**src/rtl/uart_rx.sv**
```systemverilog
// ---------------------------------------------------------------------------
// uart_rx : 8N1 serial receiver, oversampled with a shared baud tick.
//
// The receiver waits for a high-to-low edge on the synchronised line. It
// re-checks the start bit at mid-bit, then samples every data bit and the
// stop bit one full bit period apart, LSB first.
//
// Parameters
//   Bits     data bits per frame (5..8)
//   SB_TICK  oversample ticks spent in the stop bit (16 = one stop bit)
//   OVS      oversample ticks per bit (even; OVS/2 is mid-bit)
//
// Ports
//   i_Clock       system clock, rising edge
//   i_reset       asynchronous active-high reset
//   i_bd          baud oversample tick, 1-clock pulse at OVS x bit rate
//   i_Rx_Serial   asynchronous serial line, idles high
//   o_Rx_Byte     last correctly received byte, zero-extended to 8 bits
//   o_Rx_Done     1-clock pulse when o_Rx_Byte has been updated
//   o_Frame_Err   1-clock pulse when the stop bit was sampled low
//   o_Parity_Err  1-clock pulse on even-parity mismatch (parity build only)
//   o_Rx_Active   high from start-bit detect until frame end
//
// Optional feature
//   UART_RX_PARITY_EN : defining this macro inserts an even-parity bit
//   between the data bits and the stop bit, and adds o_Parity_Err.
// ---------------------------------------------------------------------------
module uart_rx #(
    parameter int unsigned Bits    = 8,
    parameter int unsigned SB_TICK = 16,
    parameter int unsigned OVS     = 16
) (
    input  logic       i_Clock,
    input  logic       i_reset,
    input  logic       i_bd,
    input  logic       i_Rx_Serial,
    output logic [7:0] o_Rx_Byte,
    output logic       o_Rx_Done,
    output logic       o_Frame_Err,
`ifdef UART_RX_PARITY_EN
    output logic       o_Parity_Err,
`endif
    output logic       o_Rx_Active
);

    // Tick counter must reach the larger of the bit and stop-bit lengths.
    localparam int unsigned TMAX = (OVS > SB_TICK) ? OVS : SB_TICK;
    localparam int unsigned TW   = (TMAX > 2) ? $clog2(TMAX) : 1;
    localparam int unsigned BW   = $clog2(Bits + 1);

    localparam logic [TW-1:0] START_LAST = TW'(OVS / 2 - 1);
    localparam logic [TW-1:0] DATA_LAST  = TW'(OVS - 1);
    localparam logic [TW-1:0] STOP_LAST  = TW'(SB_TICK - 1);
    localparam logic [BW-1:0] BIT_LAST   = BW'(Bits - 1);

    typedef enum logic [2:0] {
        S_IDLE   = 3'd0,
        S_START  = 3'd1,
        S_DATA   = 3'd2,
        S_PARITY = 3'd3,
        S_STOP   = 3'd4
    } state_t;

    state_t          state;
    logic [TW-1:0]   tick;
    logic [BW-1:0]   bit_cnt;
    logic [Bits-1:0] shreg;
`ifdef UART_RX_PARITY_EN
    logic            par_bit;
`endif

    logic rx_meta;
    logic rx_s;
    logic rx_prev;
    logic fall_edge;

    // Two-flop synchroniser plus the previous-sample flop for edge detect.
    // All preset high so a reset never looks like a start edge.
    always_ff @(posedge i_Clock or posedge i_reset) begin
        if (i_reset) begin
            rx_meta <= 1'b1;
            rx_s    <= 1'b1;
            rx_prev <= 1'b1;
        end else begin
            rx_meta <= i_Rx_Serial;
            rx_s    <= rx_meta;
            rx_prev <= rx_s;
        end
    end

    // Only a high-to-low transition arms the receiver; a stuck-low line does not.
    assign fall_edge = rx_prev & ~rx_s;

    // Frame sequencer with registered outputs; strobes default low every clock.
    always_ff @(posedge i_Clock or posedge i_reset) begin
        if (i_reset) begin
            state        <= S_IDLE;
            tick         <= '0;
            bit_cnt      <= '0;
            shreg        <= '0;
`ifdef UART_RX_PARITY_EN
            par_bit      <= 1'b0;
            o_Parity_Err <= 1'b0;
`endif
            o_Rx_Byte    <= 8'h00;
            o_Rx_Done    <= 1'b0;
            o_Frame_Err  <= 1'b0;
            o_Rx_Active  <= 1'b0;
        end else begin
            o_Rx_Done    <= 1'b0;
            o_Frame_Err  <= 1'b0;
`ifdef UART_RX_PARITY_EN
            o_Parity_Err <= 1'b0;
`endif
            case (state)
                S_IDLE: begin
                    tick    <= '0;
                    bit_cnt <= '0;
                    if (fall_edge) begin
                        state       <= S_START;
                        o_Rx_Active <= 1'b1;
                    end
                end

                // Re-check the line at mid start bit to reject short glitches.
                S_START: begin
                    if (i_bd) begin
                        if (tick == START_LAST) begin
                            tick <= '0;
                            if (!rx_s) begin
                                state <= S_DATA;
                            end else begin
                                state       <= S_IDLE;
                                o_Rx_Active <= 1'b0;
                            end
                        end else begin
                            tick <= tick + TW'(1);
                        end
                    end
                end

                // One full bit period after the previous mid-bit sample.
                S_DATA: begin
                    if (i_bd) begin
                        if (tick == DATA_LAST) begin
                            tick    <= '0;
                            shreg   <= {rx_s, shreg[Bits-1:1]};
                            bit_cnt <= bit_cnt + BW'(1);
                            if (bit_cnt == BIT_LAST) begin
`ifdef UART_RX_PARITY_EN
                                state <= S_PARITY;
`else
                                state <= S_STOP;
`endif
                            end
                        end else begin
                            tick <= tick + TW'(1);
                        end
                    end
                end

`ifdef UART_RX_PARITY_EN
                S_PARITY: begin
                    if (i_bd) begin
                        if (tick == DATA_LAST) begin
                            tick    <= '0;
                            par_bit <= rx_s;
                            state   <= S_STOP;
                        end else begin
                            tick <= tick + TW'(1);
                        end
                    end
                end
`endif

                // Framing error wins over a parity mismatch.
                S_STOP: begin
                    if (i_bd) begin
                        if (tick == STOP_LAST) begin
                            tick        <= '0;
                            state       <= S_IDLE;
                            o_Rx_Active <= 1'b0;
                            if (!rx_s) begin
                                o_Frame_Err <= 1'b1;
`ifdef UART_RX_PARITY_EN
                            end else if ((^shreg) ^ par_bit) begin
                                o_Parity_Err <= 1'b1;
`endif
                            end else begin
                                o_Rx_Byte <= 8'(shreg);
                                o_Rx_Done <= 1'b1;
                            end
                        end else begin
                            tick <= tick + TW'(1);
                        end
                    end
                end

                // Unused encodings fall back to idle.
                default: begin
                    state       <= S_IDLE;
                    tick        <= '0;
                    bit_cnt     <= '0;
                    o_Rx_Active <= 1'b0;
                end
            endcase
        end
    end

endmodule

```
**config.mk**
```make
export PLATFORM = sky130hd
export DESIGN_NAME = uart_rx
export DESIGN_NICKNAME = d
export VERILOG_FILES = /design/src/rtl/uart_rx.sv
export SDC_FILE = /design/constraint.sdc
export NUM_CORES = 1
export LEC_CHECK = 0
export ABC_AREA = 1
export BUFFER_PORTS_ARGS = -buffer_cell sky130_fd_sc_hd__buf_4
export CAP_MARGIN = 30
export CORE_MARGIN = 2
export CORE_UTILIZATION = 60
export DETAILED_ROUTE_END_ITERATION = 8
export PLACE_DENSITY = 0.8
export SLEW_MARGIN = 20
export SYNTH_ARGS = -nofsm -noshare
export SYNTH_HDL_FRONTEND = slang
export SYNTH_SLANG_ARGS = --single-unit
```
**constraint.sdc**
```tcl
create_clock -name i_Clock -period 2.4 [get_ports i_Clock]
set_input_delay 0.12 -clock i_Clock [delete_from_list [all_inputs] [get_ports i_Clock]]
set_output_delay 0.12 -clock i_Clock [all_outputs]
set_load 0.03 [all_outputs]
```
Word-level counts from Yosys, hierarchy flattened. Cells that the tools add are included.

Bits of input ports: 4. Output and inout port bits: 11. Bits in registers: 33. Logic and storage cells: 75.

Equality and inequality tests: 16. Bitwise gates (word level): 4. Add/subtract/negate cells: 2. Mux-type cells: 33. Reduce and logical (&&, ||, !) cells: 9.

Operators by type and width (count): 2-to-1 mux 3 bit (8); 2-to-1 mux 4 bit (6); inequality test 2 bit (second input constant) (9); one-hot mux 4 bit (2 select lines) (2); 2-to-1 mux 1 bit (14); one-hot mux 3 bit (4 select lines) (1); adder 4 x 1 -> 4 bit (second input constant) (2); equality test 4 x 3 -> 1 bit (second input constant) (2); AND reduction 8 bit (1); AND reduction 7 bit (1); AND reduction 3 bit (2); equality test 4 bit (second input constant) (1); one-hot mux 1 bit (4 select lines) (1); AND reduction 4 bit (1); OR reduction 2 bit (2); equality test 3 x 1 -> 1 bit (second input constant) (1); equality test 3 x 2 -> 1 bit (second input constant) (1); equality test 3 bit (second input constant) (1); zero test 3 bit (1); NOT 1 bit (3); 2-to-1 mux 2 bit (1); inequality test 2 x 1 -> 1 bit (second input constant) (1); AND reduction 2 bit (1); AND 1 bit (1).

Logic depth before layout (Yosys ltp). Gate-level depths: netlist of run 1.

Depth after elaboration: 5. Mapped depth: 10. Gate-level depth less buffers: 10.

Worst setup path after synthesis of run 1. No wires, ideal clock.

Kind: reg-to-reg. From: register tick[0]. To: register o_Rx_Byte[5]. Arrival time: 1.250 ns. Library setup time: 0.119 ns. Slack: 1.031 ns. Period minus slack after synthesis: 1.369 ns. Required time: 2.281 ns. Path buffers: 1. Stages on the path, launching flop included: 8. Cells stage by stage: dfrtp_1 > ha_1 > nand3_2 > nor2_4 > nand4_4 > buf_6 > nand2_1 > o21ai_2.

Word-level cells in the longest chain between the ends: 2.

Ends and longest elaborated chain: from (decl) (line 65) `logic [TW-1:0] tick;`; from (signal assigned) (line 137) `tick <= tick + TW'(1);`; from (signal assigned) (line 157) `tick <= tick + TW'(1);`; from (signal assigned) (line 194) `tick <= tick + TW'(1);`; equality test 4 bit (line 179) `if (tick == STOP_LAST) begin`; AND reduction 4 bit (no source line); to (signal assigned) (line 190) `o_Rx_Byte <= 8'(shreg);`; to (decl) (line 37) `output logic [7:0] o_Rx_Byte,`.

Every way passes these cells. A chain may end at the register's enable or synchronous reset.

Worst setup path after layout of run 1.
From: register tick[0]. To: register o_Rx_Byte[1].

Same word-level chain as after synthesis.

==> flow_metrics.env, run 1 <==
export IMPL_status="finished clean"
export IMPL_seq_area_frac_synth=0.499
export IMPL_grt_max_degree=34
export IMPL_n_antenna_cell=0
export IMPL_antenna_left=0
export IMPL_grt_pass1_vias=1267
export IMPL_worstMarginPinSlew_ns=0.404
export IMPL_vias_per_cell=5.40
export IMPL_cts_sinks=33
export IMPL_cts_root_buf="clkbuf_4"
export IMPL_h_tree_depth=2
export IMPL_die_h_um=56.6
export IMPL_clock_power_share=0.192
export IMPL_cts_tree="yes"
export IMPL_ys_warn_count=0
export IMPL_cp_arrival_ns=1.88
export IMPL_postCtsSetupBuffers=0
export IMPL_ios=15
export IMPL_switching_share=0.425
export IMPL_dp_cells=233
export IMPL_globalRouteTotalUtil=0.229
export IMPL_synth_commonest_cells="59 x nand2_1, 30 x dfrtp_1, 20 x nor2_1, 18 x inv_1, 17 x nand3_1"
export IMPL_relSlewSlack=0.730
export IMPL_postCtsHoldBufs=2
export IMPL_worstPathMaxFanout=16
export IMPL_drt_pass1_iter_count=5
export IMPL_synth_edf_count=0
export IMPL_synthFlopType="dfrtp_1"
export IMPL_yosysTopAreaCell="dfrtp_1"
export IMPL_finClkSkew_ns=0.00565
export IMPL_r2r_setup_slack_ns=0.76
export IMPL_pwr_share_seq=0.437
export IMPL_clkTransAtPathRegs_ns=0.10
export IMPL_power_internal_w=0.000907
export IMPL_area_delta_synth_final_pct=10.7
export IMPL_cp_required_ns=2.63
export IMPL_setup_violations=0
export IMPL_path_class="reg -> reg"
export IMPL_drt_wl_total_um=3130
export IMPL_grt_remaining_overflow=0
export IMPL_routedWlPerCell_um=12.9
export IMPL_final_setup_tns_ns=0
export IMPL_layout_worst_path_cycle_share=0.684
export IMPL_rsz0062_at_grt="no"
export IMPL_grt_pass1_wl_um=5510
export IMPL_syn_num_nets=197
export IMPL_syn_avg_cell_area_um2=8.71
export IMPL_max_cap_violations=0
export IMPL_critPathCapture="o_Rx_Byte[1]$_DFFE_PP0P_"
export IMPL_drive_gt1_frac=0.255
export IMPL_utilization=0.685
export IMPL_reg2reg_from="tick[0]$_DFFE_PP0P_"
export IMPL_vias=1312
export IMPL_synthCells=191
export IMPL_numCtsBuffers=5
export IMPL_pwr_share_comb=0.370
export IMPL_fin_crit_ns=1.64
export IMPL_cts_resized_gates=0
export IMPL_placed_area_mm2=0.00177
export IMPL_die_area_mm2=0.00321
export IMPL_drcViolationCount=0
export IMPL_p_total_w=0.00158
export IMPL_start_kind="flip-flop"
export IMPL_yosysMostFrequentCell="nand2_1"
export IMPL_r2r_end="o_Rx_Byte[1]$_DFFE_PP0P_"
export IMPL_vdd_drop_max_mv=0.800
export IMPL_net_switching_power_w=0.000670
export IMPL_drt_iter0_drc=55
export IMPL_fin_cells=243
export IMPL_crit_path_end_kind="flip-flop"
export IMPL_power_per_cell_area_mw_per_mm2=857
export IMPL_clockBufferDepth=2
export IMPL_fmax_mhz=609
export IMPL_antenna_found_initial=0
export IMPL_ys_ff_latch=33
export IMPL_min_delay_path_class="in -> reg"
export IMPL_synth_area_leaders="dfrtp_1 45%, nand2_1 13%, o21ai_2 8.4%"
export IMPL_die_w_um=56.6
export IMPL_p_leak_nw=0.940
export IMPL_finalNetCount=217
export IMPL_rows=19
export IMPL_gp_congestion=0.916
export IMPL_synthArstFlopShare=1.00
export IMPL_fillerInstances=223
export IMPL_start_util=0.619
export IMPL_syn_area_mm2=0.00166
export IMPL_hold_viol_final=0
export IMPL_core_area_mm2=0.00269
export IMPL_min_path_cells=3
export IMPL_ys_types=21
export IMPL_final_cell_area_mm2=0.00184
export IMPL_r2r_cells=6
export IMPL_insertion_delay_ns=0.34
export IMPL_synth_top_area_share=0.451
export IMPL_hpwl_um=2270
export IMPL_io_buffers=14
export IMPL_drv_slew=0
export IMPL_crit_start="tick[0]$_DFFE_PP0P_"
layout make-up:
class | count | area [um2] | area share
flip-flops and latches | 33 | 830 | 0.451
multi-input cells | 134 | 713 | 0.387
repair buffers | 17 | 133 | 0.0721
inverters | 20 | 75.1 | 0.0408
clock buffers | 6 | 41.3 | 0.0224
well taps | 31 | 38.8 | 0.0211
clock inverters | 2 | 10.0 | 0.00544
kinds of logic after synthesis:
group / Yosys count / synth area share
compound gates: 19 / 0.0933
buf+inv: 24 / 0.0722
flops: 33 / 0.499
simple gates: 113 / 0.321
fa+ha+maj: 2 / 0.0150
worst min-delay path by stage:
stage | startpoint | endpoint
2_1_floorplan | i_Rx_Serial | rx_meta$_DFF_PP1_
3_3_place_gp | i_reset | o_Rx_Byte[0]$_DFFE_PP0P_
3_5_place_dp | i_reset | o_Rx_Byte[0]$_DFFE_PP0P_
4_1_cts | i_bd | tick[1]$_DFFE_PP0P_
5_1_grt | i_bd | tick[3]$_DFFE_PP0P_
6_report | i_bd | tick[1]$_DFFE_PP0P_
cells in the final DEF, fill, tap and decap left out:
master and n:
nor2_2 2, o21ai_2 16, nand3b_1 3, a21oi_1 2, ha_1 2, nor2_4 3, clkinv_2 2, nand2_1 59
buf_4 15, dfrtp_1 30, clkbuf_1 1, nand2_2 3, nor2_1 20, dfstp_2 3, nor3_4 1, inv_1 18
nor3_1 2, nand4_1 1, o21ai_0 1, inv_2 2, nand3_2 1, clkbuf_4 5, nand3_1 17, dlygate4sd3_1 2
nand4_4 1
registers in the layout (all words and copies together), names as in the netlist:
name         flops
rx_meta          1
rx_prev          1
o_Rx_Active      1
o_Rx_Byte        8
rx_s             1
shreg            8
state            3
bit_cnt          4
tick             4
o_Rx_Done        1
o_Frame_Err      1
metrics by stage:
| step | setup slack [ns] | hold WS (ns) |
|---|---|---|
| global route | 0.643 | 0.0841 |
| global placement | 0.835 | 0.227 |
| detailed placement | 0.798 | 0.230 |
| floorplan | 1.03 | 0.124 |
| finish | 0.758 | 0.0789 |
| CTS | 0.769 | 0.0756 |
layer usage:
metal,up-vias,routed length (um),track usage,part of all wire
li1,643,-,-,-
met1,622,1310,0.273,0.42
met2,34,1610,0.380,0.51
met3,13,134,0.0714,0.043
met4,0,72,0.0986,0.023
met5,-,0,0,0
worst max-delay path: stages, from the launching register on:
cell and delay (ns):
dfrtp_1 0.44, ha_1 0.24, nand3_2 0.15, nor2_4 0.18, nand4_4 0.28, nand2_1 0.17, o21ai_2 0.06
power by group through the flow:
stage / registers [W] / clock network [W] / logic [W]
floorplan: 0.000670 / 0 / 0.000500
global placement: 0.000695 / 0 / 0.000550
detailed placement: 0.000700 / 0 / 0.000573
CTS: 0.000690 / 0.000311 / 0.000578
global route: 0.000701 / 0.000333 / 0.000667
finish: 0.000690 / 0.000303 / 0.000584
Power figures use the tool's default switching activity.
==> inputs of run 2 (changes only) <==
--- a/config.mk
+++ b/config.mk
@@ -9,9 +9,9 @@
 export BUFFER_PORTS_ARGS = -buffer_cell sky130_fd_sc_hd__buf_4
 export CAP_MARGIN = 30
 export CORE_MARGIN = 2
-export CORE_UTILIZATION = 60
+export CORE_UTILIZATION = 52
 export DETAILED_ROUTE_END_ITERATION = 8
-export PLACE_DENSITY = 0.8
+export PLACE_DENSITY = 0.74
 export SLEW_MARGIN = 20
 export SYNTH_ARGS = -nofsm -noshare
 export SYNTH_HDL_FRONTEND = slang
==> constraint.sdc (replaced) <==
create_clock -name i_Clock -period 1.5 [get_ports i_Clock]
set_input_delay 0.075 -clock i_Clock [delete_from_list [all_inputs] [get_ports i_Clock]]
set_output_delay 0.075 -clock i_Clock [all_outputs]
set_load 0.03 [all_outputs]
==> run 2 against run 1 <==
Sequential share of layout area shrank 4.1 points. Sequential power grew 58%. Total power grew 76%. Setup slack lost 0.72 ns. Largest power group is now combinational cells.
==> flow_metrics.env, run 2 (synthesis gave the netlist of run 1 again) <==
export IMPL_die_h_um=60.6
export IMPL_power_per_cell_area_mw_per_mm2=1360
export IMPL_die_area_mm2=0.00367
export IMPL_final_common_cell="nand2_1"
export IMPL_dp_slack_ns=-0.00128
export IMPL_dp_cells=253
export IMPL_finalNetCount=233
export IMPL_h_tree_depth=2
export IMPL_vias=1350
export IMPL_grt_remaining_overflow=0
export IMPL_core_area_mm2=0.00305
export IMPL_reg2reg_from="state[2]$_DFFE_PP0P_"
export IMPL_io_buffers=14
export IMPL_cp_required_ns=1.73
export IMPL_globalRouteTotalUtil=0.195
export IMPL_layout_worst_path_cycle_share=0.972
export IMPL_relSlewSlack=0.725
export IMPL_numCtsBuffers=5
export IMPL_cts_root_buf="clkbuf_4"
export IMPL_crit_path_end_kind="flip-flop"
export IMPL_min_path_cells=3
export IMPL_routedWlPerCell_um=11.7
export IMPL_cp_arrival_ns=1.69
export IMPL_vdd_drop_max_mv=0.827
export IMPL_r2r_end="shreg[6]$_DFFE_PP0P_"
export IMPL_gp_congestion=0.824
export IMPL_clkTransAtPathRegs_ns=0.10
export IMPL_status="finished clean"
export IMPL_hp_start="i_bd"
export IMPL_cts_tree="yes"
export IMPL_vias_per_cell=4.96
export IMPL_fin_crit_ns=1.46
export IMPL_hpwl_um=2290
export IMPL_n_antenna_cell=0
export IMPL_insertion_delay_ns=0.33
export IMPL_final_cell_mix="57 x nand2_1, 30 x buf_4, 28 x dfrtp_1"
export IMPL_setup_violations=0
export IMPL_grt_max_degree=34
export IMPL_hold_viol_final=0
export IMPL_antenna_found_initial=0
export IMPL_die_w_um=60.6
export IMPL_worstPathMaxFanout=17
export IMPL_min_delay_path_class="in -> reg"
export IMPL_area_delta_synth_final_pct=22.0
export IMPL_fillerInstances=242
export IMPL_clockBufferDepth=2
export IMPL_finClkSkew_ns=0.0115
export IMPL_register_area_um2=832
export IMPL_fin_cells=272
export IMPL_start_util=0.545
export IMPL_layout_setup_ws_ns=0.0423
export IMPL_grt_pass1_vias=1225
export IMPL_drt_wl_total_um=3180
export IMPL_rsz0062_at_grt="yes"
export IMPL_min_to="tick[1]$_DFFE_PP0P_"
export IMPL_drcViolationCount=0
export IMPL_r2r_setup_slack_ns=0.04
export IMPL_start_kind="flip-flop"
export IMPL_r2r_cells=5
export IMPL_cts_sinks=33
export IMPL_worstMarginPinSlew_ns=0.410
export IMPL_reg_top3="o_Rx_Byte (8), shreg (8)"
export IMPL_max_cap_violations=0
export IMPL_p_leak_nw=1.02
export IMPL_fmax_mhz=686
export IMPL_grt_pass1_wl_um=5220
export IMPL_drive_gt1_frac=0.351
export IMPL_drv_slew=0
export IMPL_ios=15
export IMPL_drt_iter0_drc=42
export IMPL_antenna_left=0
export IMPL_rows=20
export IMPL_drt_pass1_iter_count=4
export IMPL_multiInputGateArea_um2=751
export IMPL_path_class="reg -> reg"
run 2: cell types whose count changed in the layout (fill, tap and decap cells not counted), sizes merged:
cell / delta
buf: +16
run 2: repair_timing:
action / CTS / global route
pin swaps: 1 / 2
buffers inserted: 4 / 5
hold buffers: 2 / 0
resized for setup: 1 / 12
endpoints found under the setup margin: 4 / 18
endpoints found under the hold margin: 31 / 0
run 2: power breakdown:
group | switching, W | internal, W | leakage [nW]
Clock | 0.000294 | 0.000178 | 0.0320
Combinational | 0.000723 | 0.000488 | 0.544
Sequential | 0.000108 | 0.000977 | 0.443
run 2: worst max path at each step:
stage	from	to	slack (ns)	cells past startpoint
2_1_floorplan	tick[0]$_DFFE_PP0P_	o_Rx_Byte[5]$_DFFE_PP0P_	0.13	7
3_3_place_gp	state[0]$_DFFE_PP0P_	tick[0]$_DFFE_PP0P_	0.09	8
3_5_place_dp	tick[1]$_DFFE_PP0P_	o_Rx_Byte[3]$_DFFE_PP0P_	-0.001	6
4_1_cts	tick[1]$_DFFE_PP0P_	bit_cnt[1]$_DFFE_PP0P_	0.02	8
5_1_grt	tick[0]$_DFFE_PP0P_	o_Rx_Active$_DFFE_PP0P_	-0.02	10
6_report	state[2]$_DFFE_PP0P_	shreg[6]$_DFFE_PP0P_	0.04	5
run 2: worst max-delay path: stages (launching register included):
cell and delay [ns]:
dfrtp_2 0.48, nor3_4 0.41, nand2_2 0.13, buf_12 0.17, nand2_1 0.09, o21ai_2 0.06
run 2: layer usage:
metal  wire length (um)  GRT usage  part of all wire
met1               1360      0.252              0.43
met2               1630      0.315              0.51
met3                149     0.0512             0.047
met4                 35     0.0745             0.011
met5                  0          0                 0
run 2: per-stage QoR:
step	hold WS (ns)	setup TNS (ns)	util	total power (W)	area [um2]
after floorplan	0.0795	0	-	0.00187	1660
after global placement	0.185	0	0.606	0.00207	1850
after detailed placement	0.187	-0.00128	0.606	0.00209	1850
after CTS	0.0124	0	0.641	0.00259	1960
after global routing	0.0346	-0.118	0.665	0.00300	2030
final	0.0352	0	0.665	0.00277	2030
run 2: cell type report:
class	instances	area share
flip-flops and latches	33	0.410
multi-input cells	134	0.370
repair buffers	33	0.131
inverters	20	0.0370
well taps	44	0.0271
clock buffers	6	0.0203
clock inverters	2	0.00493
